**src/rtl/subtrai_bcd_if.sv**
```systemverilog
// Operand/result bundle between the calculator control logic and the BCD subtractor.
// The control side drives the start strobe and the operands; the subtractor returns result and status.
interface subtrai_bcd_if #(
    parameter int unsigned DIGITOS = 2
);
    localparam int unsigned W = 4 * DIGITOS;

    logic         agora;
    logic [W-1:0] A;
    logic [W-1:0] B;
    logic [W-1:0] S;
    logic         negativo;
    logic         erro;
    logic         ocupado;
    logic         pronto;

    modport master (
        output agora, A, B,
        input  S, negativo, erro, ocupado, pronto
    );

    modport slave (
        input  agora, A, B,
        output S, negativo, erro, ocupado, pronto
    );
endinterface

```
**src/rtl/subtrai_bcd.sv**
```systemverilog
// Sequential packed-BCD subtractor, one digit per cycle, sign-magnitude result.
// Optional invalid-digit check enabled by defining SUBTRAI_ERRO_EN.
module subtrai_bcd #(
    parameter int unsigned DIGITOS = 2
) (
    input  logic            clk,
    input  logic            rst,
    subtrai_bcd_if.slave    bus
);
    localparam int unsigned W  = 4 * DIGITOS;
    localparam int unsigned IW = (DIGITOS > 1) ? $clog2(DIGITOS) : 1;

    typedef enum logic [1:0] {IDLE, SUB, COMP, DONE} state_t;

    state_t        state_q, state_d;
    logic [W-1:0]  a_q, a_d;
    logic [W-1:0]  b_q, b_d;
    logic [W-1:0]  r_q, r_d;
    logic [IW-1:0] idx_q, idx_d;
    logic          borrow_q, borrow_d;
    logic [W-1:0]  s_q, s_d;
    logic          negativo_q, negativo_d;
    logic          erro_q, erro_d;
    logic          ocupado_q, ocupado_d;
    logic          pronto_q, pronto_d;

    logic [3:0]    op_x, op_y, digit;
    logic [4:0]    diff;
    logic          borrow_out;
    logic          last_digit;
    logic          bad_c;

`ifdef SUBTRAI_ERRO_EN
    function automatic logic has_bad_digit(input logic [W-1:0] v);
        logic bad;
        bad = 1'b0;
        for (int i = 0; i < int'(DIGITOS); i++) begin
            if (v[4*i +: 4] > 4'd9) bad = 1'b1;
        end
        return bad;
    endfunction

    always_comb bad_c = has_bad_digit(bus.A) | has_bad_digit(bus.B);
`else
    always_comb bad_c = 1'b0;
`endif

    // Shared digit step: SUB uses a[i]-b[i], COMP uses 0-r[i], both with borrow in.
    always_comb begin
        op_x       = (state_q == SUB) ? a_q[4*int'(idx_q) +: 4] : 4'd0;
        op_y       = (state_q == SUB) ? b_q[4*int'(idx_q) +: 4] : r_q[4*int'(idx_q) +: 4];
        diff       = {1'b0, op_x} - {1'b0, op_y} - 5'(borrow_q);
        borrow_out = diff[4];
        digit      = borrow_out ? 4'(diff + 5'd10) : diff[3:0];
        last_digit = (idx_q == IW'(DIGITOS - 1));
    end

    always_comb begin
        state_d    = state_q;
        a_d        = a_q;
        b_d        = b_q;
        r_d        = r_q;
        idx_d      = idx_q;
        borrow_d   = borrow_q;
        s_d        = s_q;
        negativo_d = negativo_q;
        erro_d     = erro_q;
        pronto_d   = 1'b0;

        unique case (state_q)
            IDLE: begin
                // ocupado_q still high marks the pronto cycle, during which starts are ignored.
                if (bus.agora && !ocupado_q) begin
                    a_d        = bus.A;
                    b_d        = bus.B;
                    r_d        = '0;
                    idx_d      = '0;
                    borrow_d   = 1'b0;
                    negativo_d = 1'b0;
                    erro_d     = bad_c;
                    state_d    = bad_c ? DONE : SUB;
                end
            end
            SUB: begin
                r_d[4*int'(idx_q) +: 4] = digit;
                borrow_d                = borrow_out;
                if (last_digit) begin
                    if (borrow_out) begin
                        state_d    = COMP;
                        negativo_d = 1'b1;
                        idx_d      = '0;
                        borrow_d   = 1'b0;
                    end else begin
                        state_d = DONE;
                    end
                end else begin
                    idx_d = idx_q + IW'(1);
                end
            end
            COMP: begin
                r_d[4*int'(idx_q) +: 4] = digit;
                borrow_d                = borrow_out;
                if (last_digit) state_d = DONE;
                else            idx_d   = idx_q + IW'(1);
            end
            DONE: begin
                s_d      = erro_q ? '0 : r_q;
                pronto_d = 1'b1;
                state_d  = IDLE;
            end
            default: state_d = IDLE;
        endcase

        ocupado_d = (state_d != IDLE) || pronto_d;
    end

    always_ff @(posedge clk) begin
        if (rst) begin
            state_q    <= IDLE;
            a_q        <= '0;
            b_q        <= '0;
            r_q        <= '0;
            idx_q      <= '0;
            borrow_q   <= 1'b0;
            s_q        <= '0;
            negativo_q <= 1'b0;
            erro_q     <= 1'b0;
            ocupado_q  <= 1'b0;
            pronto_q   <= 1'b0;
        end else begin
            state_q    <= state_d;
            a_q        <= a_d;
            b_q        <= b_d;
            r_q        <= r_d;
            idx_q      <= idx_d;
            borrow_q   <= borrow_d;
            s_q        <= s_d;
            negativo_q <= negativo_d;
            erro_q     <= erro_d;
            ocupado_q  <= ocupado_d;
            pronto_q   <= pronto_d;
        end
    end

    assign bus.S        = s_q;
    assign bus.negativo = negativo_q;
    assign bus.erro     = erro_q;
    assign bus.ocupado  = ocupado_q;
    assign bus.pronto   = pronto_q;
endmodule

```
**src/flat_wrapper.sv**
```systemverilog
// flat-port wrapper written by rule: the top's interface ports become plain ports
module subtrai_bcd_flat 
#(
    parameter int unsigned DIGITOS = 2
)
  (clk, rst, bus_agora, bus_A, bus_B, bus_S, bus_negativo, bus_erro, bus_ocupado, bus_pronto);
  subtrai_bcd_if #(.DIGITOS(DIGITOS)) bus_i ();
  input  logic clk;
  input  logic rst;
  input wire logic [$bits(bus_i.agora)-1:0] bus_agora;
  input wire logic [$bits(bus_i.A)-1:0] bus_A;
  input wire logic [$bits(bus_i.B)-1:0] bus_B;
  output wire logic [$bits(bus_i.S)-1:0] bus_S;
  output wire logic [$bits(bus_i.negativo)-1:0] bus_negativo;
  output wire logic [$bits(bus_i.erro)-1:0] bus_erro;
  output wire logic [$bits(bus_i.ocupado)-1:0] bus_ocupado;
  output wire logic [$bits(bus_i.pronto)-1:0] bus_pronto;
  assign bus_i.agora = bus_agora;
  assign bus_i.A = bus_A;
  assign bus_i.B = bus_B;
  assign bus_S = bus_i.S;
  assign bus_negativo = bus_i.negativo;
  assign bus_erro = bus_i.erro;
  assign bus_ocupado = bus_i.ocupado;
  assign bus_pronto = bus_i.pronto;
  subtrai_bcd #(.DIGITOS(DIGITOS)) u_core (.clk(clk), .rst(rst), .bus(bus_i));
endmodule
```
**config.mk**
```make
export PLATFORM = sky130hd
export DESIGN_NAME = subtrai_bcd_flat
export DESIGN_NICKNAME = d
export VERILOG_FILES = /design/src/rtl/subtrai_bcd_if.sv /design/src/rtl/subtrai_bcd.sv /design/src/flat_wrapper.sv
export SDC_FILE = /design/constraint.sdc
export NUM_CORES = 1
export LEC_CHECK = 0
export ABC_AREA = 1
export BUFFER_PORTS_ARGS = -buffer_cell sky130_fd_sc_hd__buf_2
export CORE_MARGIN = 2
export CORE_UTILIZATION = 30
export CTS_BUF_LIST = sky130_fd_sc_hd__clkbuf_8
export CTS_CLUSTER_SIZE = 10
export DETAILED_ROUTE_END_ITERATION = 8
export SLEW_MARGIN = 20
export SYNTH_ARGS = -nofsm -noshare
export SYNTH_HDL_FRONTEND = slang
export SYNTH_SLANG_ARGS = --single-unit
```
**constraint.sdc**
```tcl
create_clock -name clk -period 4.1 [get_ports clk]
set_clock_uncertainty 0.2 [all_clocks]
set_input_delay 0.205 -clock clk [delete_from_list [all_inputs] [get_ports clk]]
set_output_delay 0.205 -clock clk [all_outputs]
set_load 0.01 [all_outputs]
```
; After elaboration in Yosys (flattened, before gate mapping)
; Index checks and enable logic that the tools add are counted.
[totals]
reg_bits = 39
inputBits = 19
out_inout_bits = 12
wordCells = 61
[classes]
add_sub_neg = 5
n_eq_ne = 6
shifts = 5
muxes = 22
n_reduce_logical = 13
[op_table]
columns = op, n
row1 = 3-bit negator with 33-bit output, 1
row2 = "4-bit by 33-bit variable shift with 8-bit output, first input constant", 1
row3 = 4-bit by 33-bit indexed part select with 8-bit output, 1
row4 = 8-bit by 4-bit indexed part select with 4-bit output, 3
row5 = 8-bit case mux with 2 select lines, 1
row6 = 4-bit 2-to-1 mux, 3
row7 = 1-bit 2-to-1 mux, 9
row8 = 8-bit bitwise mux, 1
row9 = 8-bit 2-to-1 mux, 1
row10 = 2-bit case mux with 4 select lines, 1
row11 = 2-bit 2-to-1 mux, 3
row12 = "2-bit by 1-bit inequality test with 1-bit output, second input constant", 3
row13 = 1-bit case mux with 3 select lines, 2
row14 = 2-bit AND reduction, 3
row15 = 2-bit nonzero test, 3
row16 = 4-bit by 4-bit subtractor with 5-bit output, 1
row17 = 5-bit by 1-bit subtractor with 5-bit output, 1
row18 = "4-bit adder, second input constant", 1
row19 = "2-bit equality test, second input constant", 2
row20 = 4-bit AND reduction, 1
row21 = 3-bit nonzero test, 1
row22 = "2-bit by 1-bit equality test with 1-bit output, second input constant", 1
row23 = 2-bit logical NOT, 1
row24 = 1-bit case mux with 2 select lines, 1
row25 = 5 further kinds, 5

; Longest topological paths before layout
; Gate-level depths: netlist of run 1.
[depth]
word_depth = 9
ltp_mapped = 19

; Least setup slack after synthesis of run 1
; OpenSTA, ideal clock, no wires.
[synth_timing]
path_kind = register -> register
from = reg u_core.state_q[1]
to = reg u_core.r_q[3]
setup_time_ns = 0.132
t_arrival_ns = 2.713
required_time_ns = 3.768
setup_slack_ns = 1.055
path_stages_with_launch = 17
n_path_buf = 1
period_less_slack_ns = 3.045
path_cell_list = dfxtp_1 > inv_1 > ha_1 > inv_1 > buf_2 > a21oi_1 > a21oi_1 > fa_1 > fa_1 > xor2_1 > inv_1 > ha_1 > nand3b_1 > nand3_1 > nand2_1 > nand2_1 > a21oi_2
[synth_between]
elab_chain_cells = 9
[synth_lines]
columns = element, line
row1 = from (decl), subtrai_bcd.sv:15  ; state_t state_q, state_d;
row2 = from (signal assigned), subtrai_bcd.sv:131  ; state_q <= state_d;
row3 = 2-bit by 1-bit equality test with 1-bit output, "subtrai_bcd.sv:50, subtrai_bcd.sv:51, subtrai_bcd.sv:70"
row4 = 4-bit 2-to-1 mux (on tied branches), "subtrai_bcd.sv:50, subtrai_bcd.sv:51"
row5 = 4-bit by 4-bit subtractor with 5-bit output, subtrai_bcd.sv:52  ; diff = {1'b0, op_x} - {1'b0, op_y} - 5'(borrow_q);
row6 = 5-bit by 1-bit subtractor with 5-bit output, subtrai_bcd.sv:52
row7 = 4-bit adder, subtrai_bcd.sv:54  ; digit = borrow_out ? 4'(diff + 5'd10) : diff[3:0];
row8 = 4-bit 2-to-1 mux, subtrai_bcd.sv:54
row9 = 4-bit by 33-bit indexed part select with 8-bit output, "subtrai_bcd.sv:85, subtrai_bcd.sv:101"
row10 = 8-bit bitwise mux, "subtrai_bcd.sv:85, subtrai_bcd.sv:101"
row11 = 8-bit case mux with 2 select lines, subtrai_bcd.sv:70  ; unique case (state_q)
row12 = to (signal assigned), subtrai_bcd.sv:134  ; r_q <= r_d;
row13 = to (decl), subtrai_bcd.sv:18  ; logic [W-1:0] r_q, r_d;
; Several ways; a longest one is shown, not always the timed one.
; A chain may end at the register's enable or synchronous reset.

; Worst setup path in the final report of run 1
[layout_timing]
from = reg u_core.state_q[1]
to = reg u_core.r_q[7]
; The elaborated chain is that of the path after synthesis.

==> qor.csv, run 1 <==
stage,metric,value,unit
cells_and_area,cell area after layout,2460,µm²
yosys,Post-synth top flop,dfxtp_1,
cells_and_area,Layout area overhead,23.1,%
global_route,residual overflow from global routing,0,
cells_and_area,Fill cells,686,
setup_path,Critical Path End Type,flop,
detailed_routing,Starting DRT DRC Count,60,
yosys,Unique masters post-synth,32,
timing,fmax,291,MHz
place,HPWL after DPL,3290,µm
floorplan,Rows,29,
timing,Max Slew Vio Count,0,
timing,Final Critical Period,3.43,ns
yosys,register area share after synthesis,39.0,%
floorplan,core area,6390,µm²
place,placer congestion estimate,0.880,
place,Port Buffers,29,
hold_path,Worst Hold Depth,2,
clock_network,clock latency on the worst-skew pair,0.30,ns
setup_path,FF-to-FF path depth,17,
yosys,Avg Inst Size Synth,7.31,µm²
timing,worst-margin pin slew,0.715,ns
floorplan,I/O pins,31,
yosys,Area contributors post-synth,"dfxtp_1 (39%), nor2_1 (8.1%), nand2_1 (7.9%)",
detailed_routing,via count,1766,
yosys,Synth area leader,dfxtp_1,
power_and_ir_drop,Peak supply drop,0.000237,V
yosys,Post-Syn Instances,274,
yosys,Post-Syn Area,2000,µm²
hold_path,Hold Crit Class,primary input to flop,
timing,Final Cycle Share,83.8,%
setup_path,critical path peak fanout,13,
global_route,largest net degree at the start of global routing,27,
setup_path,CP Class,flop to flop,
setup_path,Critical Path Stages,17,
status,outcome,completed,
floorplan,Initial Util,31.3,%
setup_path,critical-path cell list,"inv_1, ha_1, inv_1, o21ai_1, a21oi_1, a21oi_1, fa_1, fa_1, xor2_1, inv_1, ha_1, nand3b_1, inv_1, nand2_1, nand2_1, nand2_1, a21oi_2",
power_and_ir_drop,Lkg Pwr,1.14,nW
timing,Final Hold Fails,0,
clock_network,hold_buf cts,16,
setup_path,Buf/Inv on CP,4,
job,max-capacitance violation count,0,
yosys,Yosys top cell area share,39.0,%
setup_path,Worst Path Required,4.14,ns
detailed_routing,via-per-instance ratio,4.48,
power_and_ir_drop,pwr dens,500,nW/µm²
clock_network,CTS H-tree depth,2,
cells_and_area,nets,346,
global_route,first-pass GRT wire length,7890,µm
setup_path,Crit-path slowest cell,fa_1,
detailed_routing,routed len/inst,11.5,µm
detailed_routing,DRC viols,0,
setup_path,CP Launch Type,flop,
global_route,initial antenna violation count,0,
cells_and_area,share of cells above drive strength 1,20.8,%
yosys,most common cell in the netlist,nor2_1,
clock_network,clk root buf,clkbuf_8,
setup_path,Worst path max stage delay,0.44,ns
floorplan,die height,85.7,µm
timing,endpoints failing setup,0,
clock_network,CTS tree,built,
yosys,Synthesized Nets,304,
setup_path,WP data arrival,3.48,ns
clock_network,CTS Buf Count,5,
setup_path,"delay-heaviest family, CP",adder cells,
clock_network,CTS clock-pin slew for the worst setup and hold paths,0.08,ns
detailed_routing,DRT Pass-1 Iters,4,
yosys,Yosys reg bits,39,
clock_network,post-cts sizing count,0,
yosys,list of most frequent post-synthesis cells,"nor2_1 (43), nand2_1 (42), dfxtp_1 (39)",
setup_path,CP most frequent cell,inv_1,
global_route,number of global-route vias before repair,1738,
timing,Max-slew headroom,52.3,%
floorplan,die extent in x,85.7,µm
global_route,total track usage,13.5,%
clock_network,setup bufs post-CTS,0,
cells_and_area,n_diodes,0,
timing,post-route setup TNS,0,ns
floorplan,die area,7340,µm²
clock_network,TritonCTS Sinks,39,
clock_network,clock tree buffer depth,2,
yosys,async set-reset flop share out of synthesis,0,%
yosys,number of synthesized flops with an enable pin,0,
yosys,Ys Warns,0,
detailed_routing,Post-Route WL,4520,µm
timing,setup repair after global routing missed its margin,no,
detailed_routing,Post-DRT Antenna Nets,0,
place,DP Area,2190,µm²
-- final timing paths --
kind	slack, ns	to	startpoint
setup reg to reg	0.67	u_core.r_q[7]$_SDFFE_PP0P_	u_core.state_q[1]$_SDFF_PP0_
hold / removal	0.04	u_core.r_q[7]$_SDFFE_PP0P_	rst
hold reg to reg	0.25	u_core.bus.negativo$_SDFFE_PP0P_	u_core.bus.negativo$_SDFFE_PP0P_
setup / recovery	0.67	u_core.r_q[7]$_SDFFE_PP0P_	u_core.state_q[1]$_SDFF_PP0_
-- kinds of logic after synthesis --
group / count (synthesis) / synth area share, %
adder cells (fa/ha/maj): 11 / 7.63
AND/OR/NAND/NOR: 100 / 22.2
other: 1 / 0.187
XOR/XNOR: 2 / 1.25
buffers and inverters: 49 / 10.5
AO/OA/AOI/OAI: 72 / 19.3
flip-flops: 39 / 39.0
-- routing by layer --
layer	part of all wire, %	up-vias	track usage [%]
met5	0	-	0
met4	1.3	0	3.90
met3	4.0	8	3.18
met2	42	24	21.6
met1	53	774	18.1
li1	-	960	-
-- state kept, by name, indices dropped and copies added (netlist names) --
| name | count |
|---|---|
| u_core.idx_q | 1 |
| u_core.bus.S | 8 |
| u_core.a_q | 8 |
| u_core.bus.ocupado | 1 |
| u_core.state_q | 2 |
| u_core.borrow_q | 1 |
| u_core.bus.negativo | 1 |
| u_core.b_q | 8 |
| u_core.bus.pronto | 1 |
| u_core.r_q | 8 |
-- cell type report --
cell class	instances	area, µm²	share of cell area (%)
Clock buffer	5	68.8	2.79
Clock inverter	3	43.8	1.78
Inverter	38	150	6.09
Multi-Input combinational cell	186	1010	41.0
Sequential cell	39	781	31.7
Tap cell	77	96.3	3.91
Timing Repair Buffer	46	313	12.7
-- cell usage in the layout (no fill, tap or decap), types with 2 or more instances in the layout --
cell type,synthesis,routed
nand3_1,2,2
dlygate4sd3_1,0,16
nand2_1,42,42
ha_1,9,9
buf_2,6,29
nor2_1,43,43
nand2_2,3,3
clkbuf_8,0,5
o21ai_0,14,14
a21oi_1,26,26
o21ai_1,24,24
nand3_2,2,2
inv_1,25,25
fa_1,2,2
dfxtp_1,39,39
o211ai_1,2,2
a21oi_2,2,2
nand2_4,4,4
inv_2,12,12
-- power breakdown --
| group | switching (mW) | internal (mW) | total (mW) |
|---|---|---|---|
| Sequential | 0.0247 | 0.415 | 0.440 |
| Combinational | 0.291 | 0.175 | 0.465 |
| Clock | 0.144 | 0.181 | 0.325 |
| Total | 0.460 | 0.771 | 1.23 |
-- per-stage QoR --
stage	hold slack [ns]	cells	power [mW]	utilization (%)	setup WS, ns
after floorplan	0.0857	274	0.815	-	1.05
after detailed placement	0.232	370	0.898	34.3	0.690
after global placement	0.233	370	0.900	34.3	0.828
after CTS	0.0442	394	1.24	38.6	0.655
after global routing	0.0634	394	1.32	38.6	0.385
final	0.0428	394	1.23	38.6	0.666
(Power assumes the default switching activity.)
==> inputs of run 2 (changes only) <==
Clock period 4.1 ns to 3.19 ns, I/O delays scaled along.
==> qor.csv, run 2 (synthesis results as in run 1) <==
stage,metric,value,unit,change
status,outcome,completed,,
job,max-capacitance violation count,0,,unchanged
detailed_routing,Starting DRT DRC Count,73,,+22%
timing,Max Slew Vio Count,0,,unchanged
place,HPWL after DPL,3440,µm,+4.4%
setup_path,r2r setup slk,0.27,ns,-0.40 ns
cells_and_area,Layout area overhead,26.8,%,
clock_network,clock latency on the worst-skew pair,0.30,ns,about the same
floorplan,die height,85.7,µm,unchanged
power_and_ir_drop,pwr dens,639,nW/µm²,+28%
clock_network,CTS tree,built,,
setup_path,Critical Path End Type,flop,,
floorplan,I/O pins,31,,unchanged
cells_and_area,n_diodes,0,,unchanged
timing,Final Critical Period,2.92,ns,-0.509 ns
detailed_routing,DRT Pass-1 Iters,4,,unchanged
clock_network,clock tree buffer depth,2,,unchanged
detailed_routing,Post-DRT Antenna Nets,0,,unchanged
clock_network,CTS H-tree depth,2,,unchanged
timing,endpoints failing setup,0,,unchanged
detailed_routing,Post-Route WL,4740,µm,+4.7%
floorplan,die area,7340,µm²,unchanged
setup_path,CP Class,flop to flop,,
cells_and_area,most frequent cells in the layout,"nor2_1 (43), nand2_1 (42), dfxtp_1 (38), buf_2 (29), a21oi_1 (26)",,
global_route,first-pass GRT wire length,8140,µm,+3.2%
clock_network,clk root buf,clkbuf_8,,
global_route,initial antenna violation count,0,,unchanged
place,Port Buffers,29,,unchanged
floorplan,Initial Util,31.3,%,unchanged
global_route,total track usage,13.8,%,+0.31 points
clock_network,TritonCTS Sinks,39,,unchanged
detailed_routing,via-per-instance ratio,4.52,,+0.92%
timing,post-route setup TNS,0,ns,unchanged
setup_path,WP data arrival,2.95,ns,-0.53 ns
detailed_routing,via count,1814,,+2.7%
place,DP Cell Count,375,,+1.4%
cells_and_area,fin cells,401,,+1.8%
hold_path,Worst Hold Depth,5,,+3
clock_network,CTS Buf Count,5,,unchanged
hold_path,hold path startpoint,bus_agora,,
power_and_ir_drop,Peak supply drop,0.000275,V,+16%
setup_path,FF-to-FF path depth,17,,unchanged
global_route,number of global-route vias before repair,1827,,+5.1%
setup_path,CP Launch Type,flop,,
global_route,residual overflow from global routing,0,,unchanged
floorplan,die extent in x,85.7,µm,unchanged
hold_path,Hold Crit Class,primary input to flop,,
timing,Final Cycle Share,91.7,%,+7.9 points
setup_path,worst reg2reg path endpoint,u_core.r_q[3]$_SDFFE_PP0P_,,
global_route,largest net degree at the start of global routing,27,,unchanged
floorplan,Rows,29,,unchanged
timing,fmax,342,MHz,+17%
setup_path,R2R Path Start,u_core.state_q[1]$_SDFF_PP0_,,
cells_and_area,"most common cell after layout, fill and taps aside",nor2_1,,
clock_network,CTS clock-pin slew for the worst setup and hold paths,0.08,ns,about the same
cells_and_area,share of cells above drive strength 1,24.1,%,+3.3 points
hold_path,Worst Hold Endpoint,u_core.a_q[2]$_SDFFE_PP0P_,,
place,placer congestion estimate,0.914,,+3.8%
timing,setup repair after global routing missed its margin,no,,
timing,Final Hold Fails,0,,unchanged
setup_path,critical path peak fanout,13,,unchanged
power_and_ir_drop,Lkg Pwr,1.18,nW,+3.0%
floorplan,core area,6390,µm²,unchanged
detailed_routing,routed len/inst,11.8,µm,+2.9%
detailed_routing,DRC viols,0,,unchanged
cells_and_area,nets,353,,+2.0%
setup_path,Worst Path Required,3.22,ns,-0.92 ns
-- run 2: changes by cell type in the layout (fill, tap and decap cells not counted), sizes merged --
cell         delta
dlygate4sd3     +1
buf             +6
-- run 2: how the worst max path moves through the flow --
stage                            startpoint                         end  slack, ns  cells past startpoint
2_1_floorplan  u_core.state_q[1]$_SDFF_PP0_  u_core.r_q[3]$_SDFFE_PP0P_       0.14                     16
3_3_place_gp   u_core.state_q[1]$_SDFF_PP0_  u_core.r_q[7]$_SDFFE_PP0P_       0.17                     16
3_5_place_dp   u_core.state_q[0]$_SDFF_PP0_  u_core.r_q[3]$_SDFFE_PP0P_       0.04                     16
4_1_cts        u_core.state_q[0]$_SDFF_PP0_  u_core.r_q[3]$_SDFFE_PP0P_       0.02                     16
5_1_grt        u_core.state_q[1]$_SDFF_PP0_  u_core.r_q[7]$_SDFFE_PP0P_       0.03                     17
6_report       u_core.state_q[1]$_SDFF_PP0_  u_core.r_q[3]$_SDFFE_PP0P_       0.27                     17
-- run 2: layout make-up --
cell class	instances	area (µm²)
fill	661	3850
multi-input combinational	186	1030
sequential	39	782
timing repair buffer	53	372
inverter	38	150
tap	77	96.3
clock buffer	5	68.8
clock inverter	3	43.8
-- run 2: power by group --
group / switching (mW) / internal (mW) / total (mW)
Sequential: 0.0287 / 0.534 / 0.563
Combinational: 0.397 / 0.250 / 0.647
Clock: 0.181 / 0.233 / 0.414
Total: 0.606 / 1.02 / 1.62
-- run 2: worst max-delay path: stages, from the launching register on --
cell      delay, ns
dfxtp_1        0.31
inv_1          0.07
ha_2           0.19
buf_6          0.16
nand2_1        0.07
o21ai_1        0.08
a21oi_1        0.11
fa_2           0.38
fa_2           0.37
xor2_2         0.16
inv_1          0.06
ha_1           0.18
nand3b_1       0.17
inv_1          0.06
nand2_1        0.05
nand2_1        0.07
nand2_1        0.07
a21oi_2        0.11
-- run 2: metrics by stage --
step	hold WS, ns	utilization [%]	cell area [µm²]	setup WS, ns	total power [mW]
after floorplan	0.0402	-	2000	0.145	1.05
after detailed placement	0.188	34.9	2230	0.0399	1.17
after CTS	0.201	39.3	2510	0.0196	1.61
after global placement	0.188	34.9	2230	0.173	1.16
final	0.200	39.8	2540	0.265	1.62
after global routing	0.253	39.8	2540	0.0344	1.75
-- run 2: repair_timing --
item | in CTS | in global routing
endpoints found under the setup margin | 0 | 6
endpoints found under the hold margin | 17 | 0
resized for setup | 0 | 7
hold buffers | 17 | 0
buffers inserted | 0 | 1
-- run 2: routing by layer --
metal | up-vias | part of all wire (%) | routed length, µm | GRT usage (%)
li1 | 968 | - | - | -
met1 | 803 | 51 | 2400 | 18.3
met2 | 35 | 44 | 2100 | 22.3
met3 | 8 | 3.9 | 185 | 2.98
met4 | 0 | 1.2 | 55 | 4.33
met5 | - | 0 | 0 | 0
==> inputs of run 3 (changes only) <==
Settings changed: CELL_PAD_IN_SITES_DETAIL_PLACEMENT set to 1, CELL_PAD_IN_SITES_GLOBAL_PLACEMENT set to 2, GPL_ROUTABILITY_DRIVEN set to 0, PLACE_DENSITY_LB_ADDON set to 0.1.
==> qor.csv, run 3 (synthesis results as in run 1) <==
stage,metric,value,unit,change
status,outcome,completed,,
timing,Max Slew Vio Count,0,,unchanged
clock_network,clock tree buffer depth,2,,unchanged
timing,post-route setup slack,0.194,ns,-0.0713 ns
cells_and_area,nets,353,,unchanged
clock_network,clk root buf,clkbuf_8,,
setup_path,CP Class,flop to flop,,
setup_path,Worst path max stage delay,0.59,ns,+0.21 ns
detailed_routing,via-per-instance ratio,4.68,,+3.4%
detailed_routing,DRT Pass-1 Iters,4,,unchanged
floorplan,core area,6390,µm²,unchanged
timing,Final Cycle Share,93.9,%,+2.2 points
place,Place WS,-0.0402,ns,-0.0801 ns
timing,Final Hold Fails,0,,unchanged
clock_network,clock latency on the worst-skew pair,0.30,ns,about the same
detailed_routing,via count,1875,,+3.4%
global_route,total track usage,15.6,%,+1.8 points
global_route,initial antenna violation count,0,,unchanged
clock_network,CTS clock-pin slew for the worst setup and hold paths,0.09,ns,about the same
setup_path,critical-path cell list,"inv_1, ha_1, inv_2, o21ai_1, a21oi_1, a21oi_1, fa_2, fa_2, inv_1, ha_1, nand3b_1, inv_1, nand2_1, nand2_1, nand2_1, a21oi_2",,
power_and_ir_drop,pwr dens,649,nW/µm²,+1.5%
timing,endpoints failing setup,0,,unchanged
cells_and_area,n_diodes,0,,unchanged
timing,fmax,334,MHz,-2.4%
global_route,largest net degree at the start of global routing,27,,unchanged
timing,Final Critical Period,3.00,ns,+0.0713 ns
cells_and_area,"most common cell after layout, fill and taps aside",nor2_1,,
power_and_ir_drop,Lkg Pwr,1.18,nW,+0.11%
floorplan,die area,7340,µm²,unchanged
hold_path,Hold Crit Class,primary input to flop,,
floorplan,Rows,29,,unchanged
clock_network,TritonCTS Sinks,39,,unchanged
detailed_routing,DRC viols,0,,unchanged
global_route,residual overflow from global routing,0,,unchanged
setup_path,critical path peak fanout,7,,-6
detailed_routing,Post-Route WL,5310,µm,+12%
floorplan,I/O pins,31,,unchanged
job,max-capacitance violation count,0,,unchanged
cells_and_area,Final Core Density,39.7,%,-0.098 points
detailed_routing,routed len/inst,13.2,µm,+12%
clock_network,CTS Buf Count,5,,unchanged
cells_and_area,share of cells above drive strength 1,23.8,%,-0.31 points
setup_path,Worst Path Required,3.23,ns,about the same
setup_path,Buf/Inv on CP,4,,unchanged
setup_path,Critical Path End Type,flop,,
detailed_routing,Starting DRT DRC Count,24,,-67%
setup_path,"delay-heaviest family, CP",adder cells,,
global_route,number of global-route vias before repair,1908,,+4.4%
timing,post-route setup TNS,0,ns,unchanged
cells_and_area,Fill cells,807,,+22%
floorplan,Initial Util,31.3,%,unchanged
setup_path,CP Launch Type,flop,,
clock_network,CTS tree,built,,
cells_and_area,most frequent cells in the layout,"nor2_1 (43), nand2_1 (42), dfxtp_1 (39), buf_2 (29), a21oi_1 (26)",,
floorplan,die height,85.7,µm,unchanged
place,HPWL after DPL,3960,µm,+15%
detailed_routing,Post-DRT Antenna Nets,0,,unchanged
place,Port Buffers,29,,unchanged
timing,Hold WS,0.0172,ns,-0.183 ns
cells_and_area,Layout area overhead,26.5,%,
clock_network,CTS H-tree depth,2,,unchanged
global_route,first-pass GRT wire length,9020,µm,+11%
setup_path,Crit-path slowest cell,fa_2,,
power_and_ir_drop,Peak supply drop,0.000301,V,+9.4%
power_and_ir_drop,total chip power,1.64,mW,+1.2%
setup_path,WP data arrival,3.03,ns,+0.08 ns
floorplan,die extent in x,85.7,µm,unchanged
-- run 3: cell count changes in the layout (fill, tap and decap cells not counted) --
cell	previous run	this run
dfxtp_1	38	39
ha_2	1	0
dfxtp_2	1	0
ha_1	8	9
buf_4	6	7
dlygate4sd3_1	17	16
-- run 3: through the flow --
stage,std cells,cell area [µm²]
6_report,401,2530
3_5_place_dp,375,2230
4_1_cts,400,2510
3_3_place_gp,375,2230
2_1_floorplan,274,2000
5_1_grt,401,2530
-- run 3: final cells by class --
| cell class | count | area, µm² | area share, % |
|---|---|---|---|
| multi-input cells | 186 | 1020 | 40.4 |
| flip-flops and latches | 39 | 781 | 30.8 |
| repair buffers | 53 | 369 | 14.6 |
| inverters | 38 | 150 | 5.93 |
| well taps | 77 | 96.3 | 3.80 |
| clock buffers | 5 | 68.8 | 2.72 |
| clock inverters | 3 | 43.8 | 1.73 |
-- run 3: final timing paths --
check	startpoint	end	slack, ns	depth (start not counted)
worst max-delay path	u_core.state_q[1]$_SDFF_PP0_	u_core.r_q[7]$_SDFFE_PP0P_	0.19	16
worst min-delay path	rst	u_core.r_q[7]$_SDFFE_PP0P_	0.02	2
worst max register to register	u_core.state_q[1]$_SDFF_PP0_	u_core.r_q[7]$_SDFFE_PP0P_	0.19	16
worst min register to register	u_core.bus.negativo$_SDFFE_PP0P_	u_core.bus.negativo$_SDFFE_PP0P_	0.25	2
-- run 3: metal layers --
layer	track usage, %	part of all wire, %	vias up
li1	-	-	971
met1	20.6	50	878
met2	25.9	46	22
met3	3.46	2.9	4
met4	3.90	0.87	0
met5	0	0	-
-- run 3: power breakdown --
part           switching [mW]  internal (mW)  total [mW]
sequential             0.0298          0.534       0.564
combinational           0.399          0.256       0.655
clock                   0.191          0.233       0.425
-- run 3: timing repair --
item,4_1_cts,5_1_grt
setup endpoints to repair,2,6
hold buffers,16,0
endpoints found under the hold margin,16,0
resized for setup,1,4
setup buffers,1,1
pin swaps,0,1
